File: src/rtl/rbcp_responder.sv
// SiTCP RBCP slave: 16-byte register window (ID, ctrl, scratch, pulse, status).
// Define RBCP_RESPONDER_SNAPSHOT_EN to add a free-running cycle counter readable via a snapshot at 0x8-0xB.
module rbcp_responder #(
  parameter logic [31:0] BASE_ADDR = 32'h0000_0000,
  parameter logic [31:0] ID_WORD   = 32'h5154_0001
) (
  input  logic        sys_clk,
  input  logic        sys_rst_n,
  input  logic        rbcp_act,
  input  logic [31:0] rbcp_addr,
  input  logic [7:0]  rbcp_wd,
  input  logic        rbcp_we,
  input  logic        rbcp_re,
  output logic        rbcp_ack,
  output logic [7:0]  rbcp_rd,
  input  logic [31:0] status_in,
  output logic [7:0]  ctrl_reg,
  output logic [7:0]  scratch_reg,
  output logic [7:0]  pulse_out
);

  typedef enum logic [1:0] {IDLE, DECODE, RESP} state_t;
  typedef struct packed {
    logic        we;
    logic [31:0] addr;
    logic [7:0]  wd;
  } req_t;

  state_t      state_q, state_d;
  req_t        req_q, req_d;
  logic        ack_q, ack_d;
  logic [7:0]  rd_q, rd_d, ctrl_q, ctrl_d, scr_q, scr_d, pls_q, pls_d;
  logic [7:0]  rd_sel;
  logic        hit;
  logic [3:0]  off;

`ifdef RBCP_RESPONDER_SNAPSHOT_EN
  logic [31:0] cnt_q, snap_q, snap_d;
`endif

  assign off = req_q.addr[3:0];

  // Address decode and read mux on the captured request.
  always_comb begin
    hit    = 1'b0;
    rd_sel = 8'h00;
    if (req_q.addr[31:4] == BASE_ADDR[31:4]) begin
      case (off)
        4'h0: begin hit = 1'b1; rd_sel = ID_WORD[31:24]; end
        4'h1: begin hit = 1'b1; rd_sel = ID_WORD[23:16]; end
        4'h2: begin hit = 1'b1; rd_sel = ID_WORD[15:8];  end
        4'h3: begin hit = 1'b1; rd_sel = ID_WORD[7:0];   end
        4'h4: begin hit = 1'b1; rd_sel = ctrl_q;         end
        4'h5: begin hit = 1'b1; rd_sel = scr_q;          end
        4'h6: begin hit = 1'b1; rd_sel = 8'h00;          end
`ifdef RBCP_RESPONDER_SNAPSHOT_EN
        4'h8: begin hit = 1'b1; rd_sel = cnt_q[31:24];   end
        4'h9: begin hit = 1'b1; rd_sel = snap_q[23:16];  end
        4'hA: begin hit = 1'b1; rd_sel = snap_q[15:8];   end
        4'hB: begin hit = 1'b1; rd_sel = snap_q[7:0];    end
`endif
        4'hC: begin hit = 1'b1; rd_sel = status_in[31:24]; end
        4'hD: begin hit = 1'b1; rd_sel = status_in[23:16]; end
        4'hE: begin hit = 1'b1; rd_sel = status_in[15:8];  end
        4'hF: begin hit = 1'b1; rd_sel = status_in[7:0];   end
        default: ;
      endcase
    end
  end

  always_comb begin
    state_d = state_q;
    req_d   = req_q;
    ack_d   = 1'b0;
    rd_d    = 8'h00;
    ctrl_d  = ctrl_q;
    scr_d   = scr_q;
    pls_d   = 8'h00;
`ifdef RBCP_RESPONDER_SNAPSHOT_EN
    snap_d  = snap_q;
`endif
    case (state_q)
      IDLE: if (rbcp_act && (rbcp_we || rbcp_re)) begin
        req_d   = '{we: rbcp_we, addr: rbcp_addr, wd: rbcp_wd};
        state_d = DECODE;
      end
      DECODE: begin
        // Misses and aborted transactions return silently; SiTCP times out.
        if (!rbcp_act || !hit) state_d = IDLE;
        else begin
          state_d = RESP;
          ack_d   = 1'b1;
          if (req_q.we) begin
            case (off)
              4'h4:    ctrl_d = req_q.wd;
              4'h5:    scr_d  = req_q.wd;
              4'h6:    pls_d  = req_q.wd;
              default: ;
            endcase
          end else begin
            rd_d = rd_sel;
`ifdef RBCP_RESPONDER_SNAPSHOT_EN
            if (off == 4'h8) snap_d = cnt_q;
`endif
          end
        end
      end
      RESP:    state_d = IDLE;
      default: state_d = IDLE;
    endcase
  end

  always_ff @(posedge sys_clk or negedge sys_rst_n) begin
    if (!sys_rst_n) begin
      state_q <= IDLE;
      req_q   <= '0;
      ack_q   <= 1'b0;
      rd_q    <= 8'h00;
      ctrl_q  <= 8'h00;
      scr_q   <= 8'h00;
      pls_q   <= 8'h00;
    end else begin
      state_q <= state_d;
      req_q   <= req_d;
      ack_q   <= ack_d;
      rd_q    <= rd_d;
      ctrl_q  <= ctrl_d;
      scr_q   <= scr_d;
      pls_q   <= pls_d;
    end
  end

`ifdef RBCP_RESPONDER_SNAPSHOT_EN
  always_ff @(posedge sys_clk or negedge sys_rst_n) begin
    if (!sys_rst_n) begin
      cnt_q  <= '0;
      snap_q <= '0;
    end else begin
      cnt_q  <= cnt_q + 32'd1;
      snap_q <= snap_d;
    end
  end
`endif

  assign rbcp_ack    = ack_q;
  assign rbcp_rd     = rd_q;
  assign ctrl_reg    = ctrl_q;
  assign scratch_reg = scr_q;
  assign pulse_out   = pls_q;

endmodule

File: config.mk
export PLATFORM = sky130hd
export DESIGN_NAME = rbcp_responder
export DESIGN_NICKNAME = d
export VERILOG_FILES = /design/src/rtl/rbcp_responder.sv
export SDC_FILE = /design/constraint.sdc
export NUM_CORES = 1
export LEC_CHECK = 0
export CAP_MARGIN = 20
export CORE_MARGIN = 8
export CORE_UTILIZATION = 50
export CTS_CLUSTER_SIZE = 12
export DETAILED_ROUTE_END_ITERATION = 8
export PLACE_DENSITY_LB_ADDON = 0.08
export SETUP_SLACK_MARGIN = 0.2
export SYNTH_ARGS = -nofsm -noshare
export SYNTH_HDL_FRONTEND = slang
export SYNTH_SLANG_ARGS = --single-unit
File: constraint.sdc
create_clock -name sys_clk -period 4.2 [get_ports sys_clk]
set_input_delay 0.84 -clock sys_clk [delete_from_list [all_inputs] [get_ports sys_clk]]
set_output_delay 0.84 -clock sys_clk [all_outputs]
set_load 0.1 [all_outputs]
* Word level (Yosys, flattened, before mapping) *
Index checks and enable logic that the tools add are counted.

operators by class
  equal/unequal tests = 12
  muxes and demuxes = 16
  bitwise operators = 1
  reductions and logical operators = 12

operators by type and width
  operator            number
  $pmux 8 s9          1
  $mux 8              8
  $logic_not 28->1    1
  $eq 4x4->1 const B  4
  $eq 4x3->1 const B  3
  $reduce_or 11->1    1
  $eq 4x2->1 const B  2
  $reduce_and 4->1    2
  $eq 4x1->1 const B  1
  $logic_not 4->1     1
  $mux 1              4
  $mux 2              2
  $pmux 2 s2          1
  $eq 2x1->1 const B  1
  $logic_not 1->1     2
  $logic_not 2->1     1
  $logic_or 1x1->1    2
  $ne 2x2->1 const B  1
  $reduce_and 2->1    1
  $logic_and 1x1->1   1
  $not 1->1           1

word-level totals
  flip-flop bits (word level) = 76
  input port bits = 77

* Logic depth before layout (Yosys ltp) *
Gate-level depths: netlist of run 1.

  word-level depth = 8
  gate-level depth with buffers = 7
  depth with buffers taken out = 4

* Worst setup path after synthesis of run 1 *
Ideal clock, no wire load.

  path type = input to register
  start = input rbcp_re
  end = register req_q[15] (netlist name)
  library setup time = 125 ps
  data arrival time = 2,054 ps
  slack = 2,022 ps
  cell stages on the path = 4
  buffers on the path = 1
  cells stage by stage = nor2_1 > nor4b_2 > clkbuf_1 > mux2_2

on the way
  word-level cells in the longest chain between the ends = 3

ends and longest elaborated chain
  element                     line  RTL
  start: declaration          13    input logic rbcp_re,
  $logic_or 1x1->1            83    IDLE: if (rbcp_act && (rbcp_we || rbcp_re)) begin
  $logic_and 1x1->1           83
  $reduce_and 2->1 (no line)  -
  end signal: assignment      124   req_q <= req_d;
  end: declaration            30    req_t req_q, req_d;

No other way between the ends.
A chain may end at the register's enable or synchronous reset.

* Worst setup path in the final report of run 1 *
  start = register ctrl_q[6], in the netlist ctrl_reg[6]
  end = output ctrl_reg[6]

RTL lines
  element                   line  RTL
  start: declaration        32    logic [7:0] rd_q, rd_d, ctrl_q, ctrl_d, scr_q, scr_d, pls_q, pls_d;
  start signal: assignment  127   ctrl_q <= ctrl_d;
  end: declaration          17    output logic [7:0] ctrl_reg,

No word-level cell between the ends.

==> metrics list, run 1 <==
* Achievable Freq: 365 MHz
- For this design, the slowest cell found on the critical path is sky130_fd_sc_hd__clkdlybuf4s50_1.
- First-pass GRT wire length: 13500 um
- TritonCTS built the clock tree.
- Vertical die dimension: 99.1 um
- WL final: 8400 um
* H-tree levels: 3
- CTS Sinks: 76
- The worst path uses 65.3% of the clock period.
- Number of antenna repair diodes: 0
- For the worst setup path, the data arrival time is 1.90 ns.
* GRT Residual Overflow: 0
- In the final design database the tool counted 443 nets.
* Drt wl/cell: 18.7 um
- The detailed router placed 2475 vias in this run.
- Mux cell area share after synthesis: 21.6%
* Root Buffer Master: sky130_fd_sc_hd__clkbuf_8
* Share of synthesized cell area in full adder, half adder and majority cells: 0%
- Number of cells upsized or downsized after cts: 0
- A synthesized cell averages between 10 and 15 um2.
- Family with the most delay on the worst path: buffers and inverters
- Die width: 99.1 um
* Launch instance of the worst register-to-register path: off[3]
- Synthesis-stage register bit count: 76
- Full die area: 9820 um2
- Entering global routing, the biggest net connects 77 pins.
* Worst slew pin tran: 0.996 ns
- Max FFs per register: 37
- Number of buffers inserted by post-CTS setup repair: 0
- Leaving out fill and tap cells, the most frequent cells in the layout are sky130_fd_sc_hd__clkdlybuf4s50_1 (108), sky130_fd_sc_hd__dfrtp_1 (76), sky130_fd_sc_hd__mux2_2 (50), sky130_fd_sc_hd__nand2_1 (14), sky130_fd_sc_hd__o21ai_0 (13).
- Startpoint kind of the worst setup timing path: register
- The layout has 491 filler cells.
- Utilization of the core after routing: 71.1%
- Final clock skew: 0.0113 ns
* Share of final-layout standard cells stronger than drive strength 1: 25.1%
- During I/O placement, the number of pins put on the boundary was 110.
- Deepest clock path buffer count: 2
- Setup TNS Final: 0 ns
- Total routing resource utilization after global routing: 17.5%
* Area of the core: 6760 um2
- Of all flip-flops after synthesis, the portion carrying an async set or reset was 100%.
- The number of nets handed over by synthesis was 335.
* Synth warn: 0
- Combinational family with the most area after synthesis: multiplexers
* CTS clk-pin slew, worst paths: 0.07 ns
- STA classifies the critical path endpoint as an output pin.
- Largest incremental delay on the critical path: 1.16 ns
- Commonest non-fill, non-tap cell in the layout: sky130_fd_sc_hd__clkdlybuf4s50_1
- Vias in the first global route: 2721
- The run finished with clean final reports.
* Final number of setup-violating endpoints: 0
- Sum of internal, switching and leakage power: 1790 uW
* Internal reg-to-reg setup slack: 1.85 ns
* 1st-iter DRT viols: 58
* Post-synth cell types: between 40 and 50
- Starting density of the core: 51.1%
- Residual DRC: 0
- The final count of hold timing violations came to 0.
- Path type of the worst setup path: register to output pin
- Traced cell by cell, the critical path runs through clkdlybuf4s50_1.
- Number of antenna violations at the first check in global routing: 0
- Synthesized instance count: 258
* Setup crit start: ctrl_reg[6]
- Of the synthesized area, sequential elements account for ~55%.
- In this run the remaining antenna-violating nets after routing total 0.
- Along the worst path, the maximum fanout reaches 3.
- Port buffering added 109 buffers.
- Post-synth design cell area: 3450 um2
- At the later pin of the worst-skew pair, clock insertion delay measures between 0.3 and 0.4 ns.
- In this run the most critical hold path is launched from req_q[36].
* Final HPWL from detailed placement: around 6300 um
- Placer Congestion: 0.761
* Path category of the worst min-delay check: register to register
- Across the whole layout, storage elements account for between 1500 and 2000 um2.
* Complex-gate fraction of the synthesized area: 6.37%
- Of the total synthesized cell area, the portion taken by XOR and XNOR cells is 0%.
- Setup repair after global routing left no endpoint under its margin.
* Number of enable flip-flop cells after synthesis: 0
* Vias per cell: between 5 and 6
- After clock tree synthesis, the flow added hold-fix buffers numbering 0.
- Number of buffer and inverter stages on the critical path: 1
* Layout overhead on the synthesized area: 39.1%
- The first detailed-routing pass ran for 4 iterations.
- Summed over all cells, the static leakage comes to 0.00203 uW.
- Summing the areas of all and, or, nand and nor instances in the mapped netlist gives 13.2% of the synthesized area.
- Number of buffers added by the clock tree synthesis step: 9
* Primary FF master, synth: sky130_fd_sc_hd__dfrtp_1
- Dividing total power by cell area gives a power density of 372 nW/um2.
- Largest Register: req_q
- Summing all multi-input logic gate instances after layout gives ~1400 um2.
- Final slew viol count: 0
- The floorplan has 30 rows.
- Data on the critical path is required at its endpoint by ~3.4 ns.
- The smallest clock period supported by the final layout is computed as ~2.7 ns.
* Final-layout worst hold slack: 0.515 ns
* VDD IR max: 272 uV
* Max Cap Viol: 0
* Headroom to the max-slew limit: 33.4%
-- worst paths after layout --
check                      cells after the start        endpoint
setup reg to reg                               4  scratch_reg[2]
setup / recovery                               1     ctrl_reg[6]
hold / removal                                 1       req_q[36]
max in group asynchronous                      1      rbcp_rd[6]
hold reg to reg                                1       req_q[36]
min in group asynchronous                      1    pulse_out[2]
-- per-stage QoR --
step | worst slack [ns] | area (um2) | cells
floorplan | 2.02 | 3450 | 258
global placement | 1.56 | 4590 | 435
detailed placement | 1.47 | 4590 | 435
CTS | 1.43 | 4800 | 450
global route | 1.40 | 4800 | 450
finish | 1.46 | 4800 | 450
-- where the power goes --
group / leakage (uW) / switching (uW) / internal (uW)
clock: 0.000109 / 261 / 348
combinational: 0.000949 / 124 / 177
sequential: 0.000974 / 73.3 / 802
total: 0.00203 / 458 / 1330
-- synthesized netlist by cell type, types with 4 or more instances --
master,instances,area (um2)
sky130_fd_sc_hd__nand2_1,14,52.6
sky130_fd_sc_hd__nor4_4,4,85.1
sky130_fd_sc_hd__mux4_2,5,113
sky130_fd_sc_hd__a2bb2oi_1,4,35.0
sky130_fd_sc_hd__nor2_1,5,18.8
sky130_fd_sc_hd__inv_1,12,45.0
sky130_fd_sc_hd__mux2_2,50,563
sky130_fd_sc_hd__nor3_2,8,80.1
sky130_fd_sc_hd__mux2i_1,7,70.1
sky130_fd_sc_hd__dfrtp_1,76,1900
sky130_fd_sc_hd__o21ai_0,13,65.1
sky130_fd_sc_hd__a21oi_1,4,20.0
sky130_fd_sc_hd__clkbuf_1,8,30.0
sky130_fd_sc_hd__nor3_1,7,35.0
-- kinds of logic (layout without fill, tap and decap cells) --
logic type      after synthesis  count (layout)
compound gates               33              33
buf+inv                      27             139
flops                        76              76
mux                          62              62
simple gates                 60              60
-- layout make-up --
class,instances,area share [%]
multi-input cells,155,29.8
well taps,80,2.08
flip-flops and latches,76,39.6
clock buffers,11,2.94
clock inverters,4,1.54
repair buffers,112,23.1
inverters,12,0.937
-- routing by layer --
metal / part of all wire, % / global-route usage, %
met5: 0 / 0
met4: 2.2 / 8.03
met3: 6.1 / 4.82
met2: 52 / 30.2
met1: 40 / 19.8
Note: power is estimated with default switching activity, not from simulation.
==> run 2, diff against run 1 <==
--- a/config.mk
+++ b/config.mk
@@ -7,7 +7,7 @@
 export LEC_CHECK = 0
 export CAP_MARGIN = 20
 export CORE_MARGIN = 8
-export CORE_UTILIZATION = 50
+export CORE_UTILIZATION = 46
 export CTS_CLUSTER_SIZE = 12
 export DETAILED_ROUTE_END_ITERATION = 8
 export PLACE_DENSITY_LB_ADDON = 0.08
==> constraint.sdc (replaced) <==
create_clock -name sys_clk -period 2.7 [get_ports sys_clk]
set_input_delay 0.54 -clock sys_clk [delete_from_list [all_inputs] [get_ports sys_clk]]
set_output_delay 0.54 -clock sys_clk [all_outputs]
set_load 0.1 [all_outputs]
==> run 2 against run 1 <==
- setup slack lost 0.91 ns
- final cell count up 5.6%
- utilization is 5.6 points lower
- power grew 47%
- global-route usage down 0.64 points
- via count shrank 0.36%
- first-iteration DRC count increased by 55%
- count of clock-buffer cells in the layout fell by 1
- clock power rose by 30%
- sequential power rose by 53%
- critical endpoint is now rbcp_rd[2]
==> metrics list, run 2 (synthesized netlist as in run 1, its figures left out) <==
- Count of port buffers added during placement: 109 (unchanged)
* Vertical die dimension: 103 um (+3.6%)
- Kind of end point of the critical path: register
- Setup repair after global routing missed its margin: false
- Final slew viol count: 0 (unchanged)
- The via count of the routed design was 2466 (-0.36%).
- The die outline area is 10500 um2 (+7.3%).
- The overall power of the completed layout is 2630 uW (+47%).
- Vias in the first global route: 2734 (+0.48%)
- The most critical setup path has its endpoint at rbcp_rd[2].
- Register area: 1900 um2 (unchanged)
* Area of the core: 7250 um2 (+7.4%)
- The final critical path takes up 79.7% of the cycle.
* Max FFs per register: 37 (unchanged)
* Max Cap Viol: 0 (unchanged)
- Source-to-sink clock delay at the later pin of the worst-skew pair: 0.35 ns (about the same)
* Launch instance of the worst register-to-register path: req_q[27]
- The pre-CTS worst setup slack was 0.362 ns (-1.11 ns).
- Total routing resource utilization after global routing: 16.9% (-0.64 points)
* Vias per cell: 5.19 (-5.6%)
- Starting density of the core: 47.6% (-3.5 points)
- The largest net degree at the start of global routing is 77 (unchanged).
- The setup fix buffers added after clock tree synthesis came to 0 (unchanged).
* Setup crit start: req_q[27]
* Largest Register: req_q
* Number of cells upsized or downsized after cts: 0 (unchanged)
- Number of antenna-violating nets in the routed design: 0 (unchanged)
- Final hold violation count: 0 (unchanged)
- Area occupied by multi-input gates: 1430 um2 (unchanged)
- Run status: completed
- Placer Congestion: 0.721 (-5.3%)
* Worst slew pin tran: 0.927 ns (-0.0694 ns)
- Layout overhead on the synthesized area: 37.6%
- The number of clock sinks was 76 (unchanged).
- The iteration count of the initial detailed-routing pass was 4 (unchanged).
- Number of cell instances on the worst register-to-register path: 4 (unchanged)
- The clock transition time at the flip-flop clock pins of the worst setup and hold paths was 0.08 ns (about the same).
* Most frequent cells in the layout: sky130_fd_sc_hd__dfrtp_1 (76), sky130_fd_sc_hd__clkdlybuf4s50_1 (75), sky130_fd_sc_hd__mux2_2 (50), sky130_fd_sc_hd__buf_4 (42), sky130_fd_sc_hd__nand2_1 (14)
- Final HPWL from detailed placement: 6330 um (+1.1%)
- The setup slack of the worst register-to-register path was 0.55 ns (-1.30 ns).
* Root Buffer Master: sky130_fd_sc_hd__clkbuf_8
* Deepest clock path buffer count: 2 (unchanged)
- Derived from the worst setup path, the maximum achievable clock frequency is 465 MHz.
* Drt wl/cell: 17.7 um (-5.4%)
- The number of setup violations in the final report was 0 (unchanged).
* Number of antenna repair diodes: 0 (unchanged)
- 1st-iter DRT viols: 90 (+55%)
- Path category of the worst min-delay check: input port to async pin
- Final clock skew: 0.0110 ns (-0.000283 ns)
- The peak supply drop was 423 uV (+55%).
- The initial antenna violation count was 0 (unchanged).
* Commonest non-fill, non-tap cell in the layout: sky130_fd_sc_hd__dfrtp_1
- The number of hold buffers added after CTS is 0 (unchanged).
* Required time reported for the critical path endpoint: 2.95 ns (-0.41 ns)
* Number of buffers added by the clock tree synthesis step: 9 (unchanged)
- The total leakage power is 0.00211 uW (+3.7%).
* Slack of the critical path: 0.547 ns (-0.911 ns)
- The largest fanout of any net on the critical path is 18 (+15).
- The worst relative slew slack came to 38.2% (+4.8 points).
- Power per standard cell area: 553 nW/um2 (+49%)
* Startpoint kind of the worst setup timing path: register
- The number of top-level design ports is 110 (unchanged).
- Tmin final: 2.15 ns
- The first-pass GRT wire length is 13700 um (+1.5%).
* Worst r2r dst: rbcp_rd[2]
- The width of the die was 103 um (+3.6%).
- TritonCTS built the clock tree.
* Data arrival, critical path: 2.40 ns (+0.50 ns)
- The worst setup path is of the register to register kind.
* Count of standard-cell rows: 31 (+3.3%)
* WL final: 8390 um (-0.14%)
- The net total in the final layout was 448 (+1.1%).
- GRT Residual Overflow: 0 (unchanged)
- The accumulated negative setup slack is 0 ns (unchanged).
- The count of fill cells added during filler insertion came to 582 (+19%).
- The final routed DRC violation total was 0 (unchanged).
- The fraction of layout cells with a size suffix above 1 came to 35.4% (+10 points).
- H-tree levels: 3 (unchanged)
[run 2: final cells by class]
type                            count  share of cell area (%)
Inverter                           12                   0.948
Multi-Input combinational cell    155                    30.1
Tap cell                           99                    2.61
Clock inverter                      6                   0.974
Timing Repair Buffer              117                    22.4
Clock buffer                       10                    2.90
Sequential cell                    76                    40.0
[run 2: power breakdown]
part	total, uW	switching, uW	internal (uW)	leakage (uW)
registers	1340	91.9	1250	0.000974
clock network	793	428	365	0.0000893
logic	497	214	283	0.00104
[run 2: worst min path at each step]
stage,from,end,cells after the start
after floorplan,sys_rst_n,ctrl_reg[0],0
after global routing,sys_rst_n,pulse_out[5],1
after detailed placement,req_q[20],req_q[20],1
final,sys_rst_n,pulse_out[3],1
after CTS,sys_rst_n,pulse_out[3],1
after global placement,req_q[33],req_q[33],1
[run 2: layer usage]
layer,part of all wire [%],global-route usage [%],up-vias
met5,0,0,-
met4,1.5,6.43,0
met3,7.4,4.32,10
met2,51,28.8,86
met1,40,20.0,1206
li1,-,-,1164
[run 2: through the flow]
stage	area (um2)	std cells	util (%)	hold slack (ns)
6_report	4750	475	65.5	0.336
2_1_floorplan	3450	258	-	0.244
3_5_place_dp	4570	459	63.0	0.498
5_1_grt	4750	475	65.5	0.406
3_3_place_gp	4570	459	63.0	0.492
4_1_cts	4750	475	65.5	0.365
[run 2: critical path, stage by stage, from the launching register on]
cell and delay (ns):
sky130_fd_sc_hd__dfrtp_1 0.38, sky130_fd_sc_hd__nor4_1 0.38, sky130_fd_sc_hd__nand4_1 0.32, sky130_fd_sc_hd__or4_4 0.67
sky130_fd_sc_hd__nor4_2 0.31
==> run 3, diff against run 2 <==
--- a/config.mk
+++ b/config.mk
@@ -7,7 +7,7 @@
 export LEC_CHECK = 0
 export CAP_MARGIN = 20
 export CORE_MARGIN = 8
-export CORE_UTILIZATION = 46
+export CORE_UTILIZATION = 42
 export CTS_CLUSTER_SIZE = 12
 export DETAILED_ROUTE_END_ITERATION = 8
 export PLACE_DENSITY_LB_ADDON = 0.08
==> constraint.sdc (replaced) <==
create_clock -name sys_clk -period 1.9 [get_ports sys_clk]
set_input_delay 0.38 -clock sys_clk [delete_from_list [all_inputs] [get_ports sys_clk]]
set_output_delay 0.38 -clock sys_clk [all_outputs]
set_load 0.1 [all_outputs]
==> run 3 against run 2 <==
- the run now ends with setup timing left
- wire length rose by 6.5%
- non-clock buffer count grew 13
- register-to-register slack worse by 0.57 ns
- setup slack worse by 0.57 ns
- sequential share of layout area fell by 4.2 points
- count of clock-buffer cells in the layout shrank 1
- worst hold slack improved by 0.18 ns
- largest cell class unchanged
==> metrics list, run 3 (synthesized netlist as in run 1, its figures left out) <==
- The worst relative slew slack is 66.3% (+28 points).
- The final wirelength came to 8940 um (+6.5%).
- Fill cells: 638 (+9.6%)
- Clock tree synthesis selected as its root buffer the cell sky130_fd_sc_hd__clkbuf_8.
- Required time reported for the critical path endpoint: 2.17 ns (-0.78 ns)
- Die width: 107 um (+3.9%)
- The fraction of layout cells with a size suffix above 1 was 39.8% (+4.5 points).
- Largest incremental delay on the critical path: 0.59 ns (-0.08 ns)
- The flow ran to the end, but the final reports show violations.
* VDD IR max: 671 uV (+59%)
- Worst setup slack after placement: -0.239 ns (-0.601 ns)
- The accumulated negative setup slack came to -0.130 ns (-0.130 ns).
* Commonest non-fill, non-tap cell in the layout: sky130_fd_sc_hd__dfrtp_1
- Deepest clock path buffer count: 2 (unchanged)
- Max FFs per register: 37 (unchanged)
- CTS Sinks: 76 (unchanged)
- Max Cap Viol: 0 (unchanged)
- Top-level port count: 110 (unchanged)
* Most frequent cells in the layout: sky130_fd_sc_hd__dfrtp_1 (76), sky130_fd_sc_hd__clkdlybuf4s50_1 (75), sky130_fd_sc_hd__mux2_2 (34), sky130_fd_sc_hd__buf_4 (30), sky130_fd_sc_hd__buf_12 (19)
- Vertical die dimension: 107 um (+3.9%)
- The highest achievable clock rate is 519 MHz (+12%).
- Drt pass-1 iters: 4 (unchanged)
* Area of the core: 8090 um2 (+12%)
* Drt wl/cell: 18.1 um (+2.4%)
* Final hold violation count: 0 (unchanged)
* Number of antenna repair diodes: 0 (unchanged)
- Total routing resource utilization after global routing: 16.3% (-0.58 points)
- CTS tree: yes
- Placed standard-cell area: 4930 um2 (+7.8%)
- Final clock skew: 0.0156 ns (+0.00462 ns)
- GRT Residual Overflow: 0 (unchanged)
* Vias in the first global route: 2806 (+2.6%)
- Slack of the critical path: -0.0266 ns (-0.574 ns)
- The via count of the routed design came to 2500 (+1.4%).
* Worst slew pin tran: 0.505 ns (-0.422 ns)
- The area of all placed cells without fillers is 5300 um2 (+12%).
- The slowest stage of the critical path is the sky130_fd_sc_hd__or4_4 cell.
* Tmin final: 1.93 ns (-0.226 ns)
- The overall power of the completed layout is 4120 uW (+57%).
* Family with the most delay on the worst path: simple AND/OR/NAND/NOR gates
* Number of buffers inserted by post-CTS setup repair: 0 (unchanged)
- The remaining antenna violation count after routing was 0 (unchanged).
- The total leakage power was 0.00228 uW (+8.2%).
- STA classifies the critical path startpoint as a register.
* Placer Congestion: 0.797 (+11%)
* CTS clk-pin slew, worst paths: 0.09 ns (about the same)
- The number of setup violations in the final report came to 11 (+11).
* Full die area: 11400 um2 (+8.0%)
- The final reports fail on setup timing.
- The count of standard-cell rows came to 33 (+6.5%).
- Path category of the worst min-delay check: input port to async pin
- Power per standard cell area: 777 nW/um2 (+40%)
- The worst endpoint data arrival time was 2.20 ns (-0.20 ns).
- Source-to-sink clock delay at the later pin of the worst-skew pair: 0.36 ns (about the same)
* Number of nets at the end of the flow: 461 (+2.9%)
* Layout overhead on the synthesized area: 53.5%
- Number of buffer and inverter stages on the critical path: 2 (+2)
* Series of cell instances along the critical path: nor4_2 > buf_4 > nand2_1 > or4_4 > buf_6 > nor3_2
* Final HPWL from detailed placement: 6710 um (+5.9%)
- The count of placed standard cells including taps is 477 (+3.9%).
- Vias per cell: 5.06 (-2.5%)
- Number of antenna violations at the first check in global routing: 0 (unchanged)
- Final worst path period share: 101% (+22 points)
- Layout Cells excl Fill: 494 (+4.0%)
* Count of port buffers added during placement: 109 (unchanged)
* Critical path peak fanout: 7 (-11)
- 1st-iter DRT viols: 88 (-2.2%)
* Setup repair after global routing missed its margin: true
- The first-pass GRT wire length came to 14800 um (+7.6%).
- Largest Register: req_q
- Pin count of the biggest net entering global routing: 43 (-44%)
* H-tree levels: 3 (unchanged)
- The number of buffers inserted during clock tree synthesis is 9 (unchanged).
- Final slew viol count: 0 (unchanged)
- Path type of the worst setup path: register to register
- Residual DRC: 0 (unchanged)
- The initial cell density of the core was 42.7% (-4.9 points).
* Kind of end point of the critical path: register
-- run 3: what timing repair did --
action,CTS,global route
hold buffers,1,0
gates resized for setup,26,4
hold endpoints to repair,34,0
pin swaps,3,6
setup endpoints to repair,34,36
-- run 3: layer usage --
metal / vias up / global-route usage (%) / share of wire, %
met1: 1232 / 20.3 / 44
met4: 0 / 3.92 / 0.51
li1: 1189 / - / -
met2: 75 / 26.6 / 49
met5: - / 0 / 0
met3: 4 / 5.70 / 6.4
-- run 3: cell type report --
class	count	area (um2)	area share [%]
clock buffer	9	124	2.34
clock inverter	7	106	2.01
inverter	12	45.0	0.849
multi-input combinational	155	1570	29.7
sequential	76	1900	35.9
tap	105	131	2.48
timing repair buffer	130	1420	26.8
-- run 3: report_power, final --
group | internal [uW] | leakage, uW | switching [uW]
Clock | 762 | 0.000116 | 648
Combinational | 456 | 0.00119 | 337
Sequential | 1770 | 0.000974 | 145
Total | 2990 | 0.00228 | 1130
-- run 3: worst paths after layout --
| kind | startpoint | to | slack [ns] | cells past startpoint |
|---|---|---|---|---|
| worst max register to register | req_q[26] | rbcp_rd[5] | -0.03 | 6 |
| min in group sys_clk | req_q[20] | req_q[20] | 0.52 | 1 |
| worst min register to register | req_q[20] | req_q[20] | 0.52 | 1 |
| max in group asynchronous | sys_rst_n | pulse_out[0] | 0.81 | 3 |
| worst max-delay path | req_q[26] | rbcp_rd[5] | -0.03 | 6 |
| worst min-delay path | sys_rst_n | rbcp_rd[1] | 0.51 | 2 |
-- run 3: through the flow --
stage	hold WS (ns)	utilization [%]
5_1_grt	0.532	65.5
3_5_place_dp	0.362	60.9
6_report	0.515	65.5
4_1_cts	0.514	65.3
2_1_floorplan	0.0844	-
3_3_place_gp	0.365	60.9
-- run 3: worst reg2reg max path, delay by kind of cell (launching register included) --
family                 cells  cell delay (ns)
buffers and inverters      2             0.34
flip-flops                 1             0.40
AND/OR/NAND/NOR            4             1.11
